`src/rtl/crg_rst_seq.sv`:
```
// Reset sequencer: holds all domain resets, waits for PLL lock, then
// releases domains one at a time with per-domain programmable delays.
module crg_sync2 (
  input  logic clk,
  input  logic rst_n,
  input  logic d,
  output logic q
);

  logic meta;

  always_ff @(posedge clk or negedge rst_n) begin
    if (!rst_n) begin
      meta <= 1'b0;
      q    <= 1'b0;
    end else begin
      meta <= d;
      q    <= meta;
    end
  end

endmodule

module crg_rst_seq #(
  parameter int N_DOM    = 4,
  parameter int CNT_W    = 8,
  parameter int HOLD_CYC = 16
) (
  input  logic                   clk,
  input  logic                   rst_n,
  input  logic                   pll_lock,
  input  logic                   sw_rst_req,
  input  logic [N_DOM*CNT_W-1:0] dly_cfg,
  output logic [N_DOM-1:0]       dom_rst_n,
  output logic                   busy,
  output logic                   done
);

  localparam int IDX_W = (N_DOM > 1) ? $clog2(N_DOM) : 1;
  localparam logic [IDX_W-1:0] IDX_LAST = IDX_W'(N_DOM - 1);
  localparam logic [CNT_W-1:0] HOLD_LAST = CNT_W'(HOLD_CYC - 1);

  typedef enum logic [1:0] {
    S_HOLD,
    S_WAIT,
    S_REL,
    S_RUN
  } state_t;

  state_t           state, state_n;
  logic [CNT_W-1:0] cnt, cnt_n;
  logic [CNT_W-1:0] hcnt, hcnt_n;
  logic [IDX_W-1:0] idx, idx_n;
  logic [N_DOM-1:0] dom_n;
  logic             done_n;
  logic             busy_n;
  logic             lock_s;
  logic             req_s;
  logic             evt;
  logic [CNT_W-1:0] fld [N_DOM];

  crg_sync2 u_sync_lock (
    .clk   (clk),
    .rst_n (rst_n),
    .d     (pll_lock),
    .q     (lock_s)
  );

  crg_sync2 u_sync_req (
    .clk   (clk),
    .rst_n (rst_n),
    .d     (sw_rst_req),
    .q     (req_s)
  );

  for (genvar i = 0; i < N_DOM; i++) begin : g_fld
    assign fld[i] = dly_cfg[i*CNT_W +: CNT_W];
  end

  assign evt = !lock_s || req_s;

  always_comb begin
    state_n = state;
    cnt_n   = cnt;
    hcnt_n  = hcnt;
    idx_n   = idx;
    dom_n   = dom_rst_n;
    done_n  = done;
    unique case (state)
      S_HOLD: begin
        dom_n  = '0;
        done_n = 1'b0;
        if (hcnt == HOLD_LAST) begin
          hcnt_n  = '0;
          state_n = S_WAIT;
        end else begin
          hcnt_n = hcnt + 1'b1;
        end
      end
      S_WAIT: begin
        if (lock_s && !req_s) begin
          cnt_n   = fld[0];
          idx_n   = '0;
          state_n = S_REL;
        end
      end
      S_REL: begin
        // an abort outranks a release landing on the same edge
        if (evt) begin
          state_n = S_HOLD;
          dom_n   = '0;
          done_n  = 1'b0;
          cnt_n   = '0;
          idx_n   = '0;
          hcnt_n  = '0;
        end else if (cnt == '0) begin
          dom_n[idx] = 1'b1;
          if (idx == IDX_LAST) begin
            state_n = S_RUN;
            done_n  = 1'b1;
          end else begin
            idx_n = idx + 1'b1;
            cnt_n = fld[idx + 1'b1];
          end
        end else begin
          cnt_n = cnt - 1'b1;
        end
      end
      S_RUN: begin
        if (evt) begin
          state_n = S_HOLD;
          dom_n   = '0;
          done_n  = 1'b0;
          cnt_n   = '0;
          idx_n   = '0;
          hcnt_n  = '0;
        end
      end
      default: begin
        state_n = S_HOLD;
        dom_n   = '0;
        done_n  = 1'b0;
        hcnt_n  = '0;
      end
    endcase
    busy_n = ~&dom_n;
  end

  always_ff @(posedge clk or negedge rst_n) begin
    if (!rst_n) begin
      state     <= S_HOLD;
      cnt       <= '0;
      hcnt      <= '0;
      idx       <= '0;
      dom_rst_n <= '0;
      done      <= 1'b0;
      busy      <= 1'b1;
    end else begin
      state     <= state_n;
      cnt       <= cnt_n;
      hcnt      <= hcnt_n;
      idx       <= idx_n;
      dom_rst_n <= dom_n;
      done      <= done_n;
      busy      <= busy_n;
    end
  end

endmodule

```
`config.mk`:
```
export PLATFORM = sky130hd
export DESIGN_NAME = crg_rst_seq
export DESIGN_NICKNAME = d
export VERILOG_FILES = /design/src/rtl/crg_rst_seq.sv
export SDC_FILE = /design/constraint.sdc
export NUM_CORES = 1
export LEC_CHECK = 0
export BUFFER_PORTS_ARGS = -buffer_cell sky130_fd_sc_hd__buf_2
export CAP_MARGIN = 25
export CELL_PAD_IN_SITES_DETAIL_PLACEMENT = 1
export CELL_PAD_IN_SITES_GLOBAL_PLACEMENT = 1
export CORE_UTILIZATION = 37
export CTS_CLUSTER_DIAMETER = 150
export DETAILED_ROUTE_END_ITERATION = 16
export GPL_TIMING_DRIVEN = 0
export PLACE_DENSITY = 0.79
export SETUP_SLACK_MARGIN = 0.05
export SYNTH_ARGS = -nofsm -noshare
export SYNTH_HDL_FRONTEND = slang
export SYNTH_SLANG_ARGS = --single-unit
```
`constraint.sdc`:
```
create_clock -name clk -period 2.4 [get_ports clk]
set_input_delay 0.12 -clock clk [delete_from_list [all_inputs] [get_ports clk]]
set_output_delay 0.12 -clock clk [all_outputs]
set_load 0.01 [all_outputs]
```
Word-level counts from Yosys, hierarchy flattened
Index checks and enable logic that the tools add are counted.
Word-level totals
  register bits: 30
  input bits: 36
  output and inout bits: 6
  logic and storage cells: 84
Operators by class
  add/sub/neg operators: 3
  magnitude comparators: 3
  eq/ne operators: 13
  multiplexer cells: 34
  bitwise logic cells: 2
  reductions and logical operators: 18
Operator list (number)
  2-to-1 mux 8 bit: 8
  one-hot mux 8 bit (3 select lines): 1
  2-to-1 mux 2 bit: 10
  binary-select mux 8 bit (select 2 bit): 1
  one-hot mux 8 bit (2 select lines): 1
  2-to-1 mux 4 bit: 3
  one-hot mux 4 bit (3 select lines): 1
  AND reduction 4 bit: 3
  AND reduction 5 bit: 2
  != test 3 bit (second input constant): 3
  adder 8 x 1 -> 8 bit (second input constant): 1
  equality test 8 x 4 -> 1 bit (second input constant): 1
  logical NOT 8 bit: 1
  one-hot mux 2 bit (4 select lines): 1
  subtractor 8 x 1 -> 8 bit (second input constant): 1
  equality test 2 bit (second input constant): 3
  != test 2 bit (second input constant): 3
  one-hot mux 2 bit (3 select lines): 1
  nonzero test 3 bit: 2
  2-to-1 mux 1 bit: 5
  != test 4 bit (second input constant): 1
  bitwise OR 4 bit: 1
  >= comparator 3 bit (second input constant): 1
  logical NOT 1 bit: 3
  14 further kinds: 15

Depth between registers and ports, before layout
  depth after elaboration: 10
  gate-level depth with buffers: 8

Cells and area by module
A second synthesis with hierarchy kept.
Unflattened totals
  cells, all modules: 175
  area total of the unflattened synthesis: 1800.5 µm²
By module, submodules not included
  crg_rst_seq: times used 1, cells an instance 171, area each 1700.4 µm²
  crg_sync2: times used 2, cells an instance 2, area each 50.0 µm²

Least setup slack after synthesis
No wires, ideal clock.
  kind: register -> register
  start: register idx[0]
  end: register cnt[0]
  data arrival time: 2.450 ns
  data required time: 2.279 ns
  setup slack: -0.171 ns
  stages on the path, launching flop included: 9
  buffers on the path: 2
  clock period less this slack: 2.571 ns
  cell sequence: dfrtp_1 > buf_2 > inv_1 > ha_1 > clkbuf_1 > mux4_2 > or3_1 > a32o_1 > a22o_1
On the way
  longest elaborated chain between the ends: 9
RTL lines
  start, declared: RTL line 53  | logic [IDX_W-1:0] idx, idx_n;
  start signal, assigned: RTL line 162  | idx <= idx_n;
  adder 2 x 1 -> 2 bit: RTL line 123  | cnt_n = fld[idx + 1'b1];
  NOT 2 -> 3 bit (implied by the code): RTL line 123
  binary-select mux 8 bit (select 2 bit): RTL line 123
  2-to-1 mux 8 bit (implied by the code) (2 in a row): RTL line 123
  2-to-1 mux 8 bit: RTL line 118  | if (idx == IDX_LAST) begin
  2-to-1 mux 8 bit: RTL line 116  | end else if (cnt == '0) begin
  2-to-1 mux 8 bit: RTL line 109  | if (evt) begin
  one-hot mux 8 bit (3 select lines): RTL line 89  | unique case (state)
  end signal, assigned: RTL line 160  | cnt <= cnt_n;
  end, declared: RTL line 51  | logic [CNT_W-1:0] cnt, cnt_n;
Parallel ways exist; a longest one is shown, timed or not. The select of a mux whose other input is x is not followed.
A chain may end at the register's enable or synchronous reset.

Worst setup path after layout
  start: register cnt[0]
  end: register cnt[4]
On the way
  longest elaborated chain between the ends: 4
RTL lines (RTL line)
  subtractor 8 x 1 -> 8 bit or logical NOT 8 bit (tied branches): 126, 116
  2-to-1 mux 8 bit: 116
  2-to-1 mux 8 bit: 109
  one-hot mux 8 bit (3 select lines): 89
Parallel ways exist; a longest one is shown, timed or not.

==> metrics <==
Critical-path top delay cell=dfrtp_1; vias in the first global route=~1,800; routed via count=roughly 1,700; CP arrival=2.45 ns; PortBufs=41; power per cell area=826 nW/µm²; drt drc=0; crit-path max cell delay=between 0.4 and 0.5 ns; total core area=4750 µm²; total grt overflow=0; Final min period=2.28 ns; GRT Total Usage=about a fifth; Syn Nets=219; # diodes=0; first-pass GRT wire length=~8300 µm; Root Buffer=clkbuf_8; Met3 Wirelength=about 180 µm; cts bufs inserted=5; ys async rst share=between 90% and 100%; antenna violations before repair=0; Area Overhead vs Synth=27.8%; highest routed layer=met4; placed inst area=between 2000 and 2500 µm²; Pwr Total=just under 2000 µW; M1 WL=~2300 µm; Worst Skew=0.00484 ns; Mapped Avg Cell Area=between 10 and 15 µm²; Reg-to-Reg End=cnt[4]; Initial Utilization=between 30% and 40%; CTS tree=done; Slew @ Worst Pin=around 0.7 ns; HPWL after DPL=between 3000 and 4000 µm; fin crit share=between 90% and 100%; H-Tree Level Count=2; post-synthesis sequential area ratio=40.7%; P_leak=0.00101 µW; clk sinks=30; GP Congestion=0.807; Most used DFF post-synth=dfrtp_1; max_cap viols=0; Final Hold Vio Count=0; Worst-path clk slew=~0.07 ns; post-route cell area=2360 µm²; Crit Path Category=reg -> reg; Worst Path Max Fanout=8; worst hold stages=3; Reg2Reg Setup Slack=0.12 ns; WP data required=between 2 and 3 ns; CP cell instances=inv_2 > ha_4 > or3b_1 > clkbuf_2 > or3_1 > a32o_1 > mux2_4; Synth cell types=54; Top Ports=between 40 and 50; Crit path max-delay family=simple AND/OR/NAND/NOR gates; share of cells above drive strength 1=33.6%; WL/cell=17.2 µm; WL met2=around 2600 µm; Hold WC Path Type=in -> reg; crit path launch type=flip-flop; Clock Tree Buf Depth=2; initial DRC count=between 40 and 50; Synth Instances=about 180; drt via density=between 5 and 6; RSZ-0062 raised after global routing=true; post-route ant nets=0; # nets final=~270; clock latency on the worst-skew pair=about 0.28 ns; Post-Syn Area=1850 µm²; drt pass-1 iters=4; Max Slew Vio Count=0; fmax=438 MHz; r2r startpoint=cnt[0]; Worst R2R Path Depth=7; Die Y=approximately 73 µm; Yosys reg bits=30; CP Capture Type=flip-flop; Finish-stage setup viols=0; pin count of the biggest net entering global routing=31; Rows=25; CP Buf/Inv Count=2; hold path start=dly_cfg[7]; IR drop worst, VDD=between 0.3 and 0.4 mV; Die W=72.7 µm; outcome=finished, final reports clean; WHS Endpoint=cnt[7]; Die Area=~5300 µm²; EDFF count, synth=0; final WL=roughly 5100 µm; Slew headroom=between 50% and 60%; Ys Warns=0
==> metrics by stage <==
stage | instances | hold slack [ns] | setup TNS, ns | util (%) | setup slack (ns)
after floorplan | 177 | -0.176 | 0 | - | 0.0615
after global placement | 285 | 0.199 | -1.74 | 45.0 | -0.374
after detailed placement | 285 | 0.200 | -2.00 | 45.0 | -0.406
after CTS | 297 | 0.163 | 0 | 48.9 | 0.0671
after global routing | 299 | 0.192 | 0 | 49.7 | 0.0350
final | 299 | 0.169 | 0 | 49.7 | 0.117
==> tightest hold or removal path, delay by kind of cell <==
kind	cells	cell delay [ns]
buf+inv	1	0.10
compound gates	1	0.10
simple gates	1	0.08
==> flip-flops by register name, indices dropped and copies added (netlist names) <==
name              count
cnt                   8
u_sync_lock.meta      1
state                 2
u_sync_lock.q         1
dom_rst_n             4
done                  1
hcnt                  8
busy                  1
idx                   2
u_sync_req.meta       1
u_sync_req.q          1
==> cells in the mapped netlist (4+ instances only) <==
cell	number	area (µm²)
clkbuf_1	7	26.3
nand2_1	9	33.8
a22o_1	10	87.6
nor3_1	9	45.0
buf_2	4	20.0
dfrtp_1	29	726
mux4_2	8	180
nor2_1	10	37.5
ha_1	6	75.1
o21ai_0	12	60.1
inv_1	7	26.3
==> cells in the final DEF (no fill, tap or decap), drive strengths merged, types with 2 or more instances in the layout <==
cell type,instances
dlygate4sd3,3
nor3b,3
ha,6
nand4,3
a22o,11
clkbuf,12
nand2b,2
dfrtp,29
buf,49
o22ai,3
a221o,2
nor2b,2
nand2,9
a21oi,3
a31oi,2
inv,7
nand3,3
o21ai,13
nor3,9
clkinv,2
o2bb2ai,2
mux4,8
or4,2
nor2,10
a32o,3
a21o,3
nor4,3
xor2,2
or3,3
==> area by class of cell <==
class / instances / area [µm²]
repair buffers: 47 / 258
well taps: 67 / 83.8
flip-flops and latches: 30 / 753
fillers: 557 / 2390
multi-input cells: 128 / 1070
clock inverters: 2 / 12.5
inverters: 8 / 30.0
clock buffers: 6 / 82.6
plain buffers: 11 / 73.8
==> cell families (layout without fill, tap and decap cells) <==
| group | count (synthesis) | count (layout) | share of synthesized area, % |
|---|---|---|---|
| simple gates | 56 | 56 | 17.3 |
| flops | 30 | 30 | 40.7 |
| compound gates | 53 | 53 | 21.3 |
| xor+xnor | 3 | 3 | 1.42 |
| buf+inv | 19 | 74 | 4.13 |
| fa+ha+maj | 6 | 6 | 4.06 |
| mux | 10 | 10 | 11.1 |
==> layer usage <==
| metal | global-route usage [%] | vias up |
|---|---|---|
| li1 | - | 797 |
| met1 | 26.2 | 855 |
| met2 | 35.4 | 30 |
| met3 | 4.83 | 8 |
| met4 | 7.84 | 0 |
| met5 | 0 | - |
==> power by group <==
group	switching (µW)	internal, µW
clock	198	230
sequential	162	620
combinational	408	333
==> worst max path at each step <==
stage            from  endpoint  slack, ns  depth (start not counted)
5_1_grt        idx[0]    cnt[0]       0.03                          8
4_1_cts        idx[0]    cnt[4]       0.07                          8
6_report       cnt[0]    cnt[4]       0.12                          7
2_1_floorplan  idx[0]    cnt[0]       0.06                          8
3_5_place_dp   cnt[0]    cnt[4]      -0.41                          7
3_3_place_gp   cnt[0]    cnt[4]      -0.37                          7
==> timing repair <==
item                                    in CTS  in global routing
hold endpoints to repair                    31                  0
gates resized for setup                     11                  5
setup buffers                                1                  2
endpoints found under the setup margin      10                  5
hold buffers                                 3                  0
(Power assumes the default switching activity.)
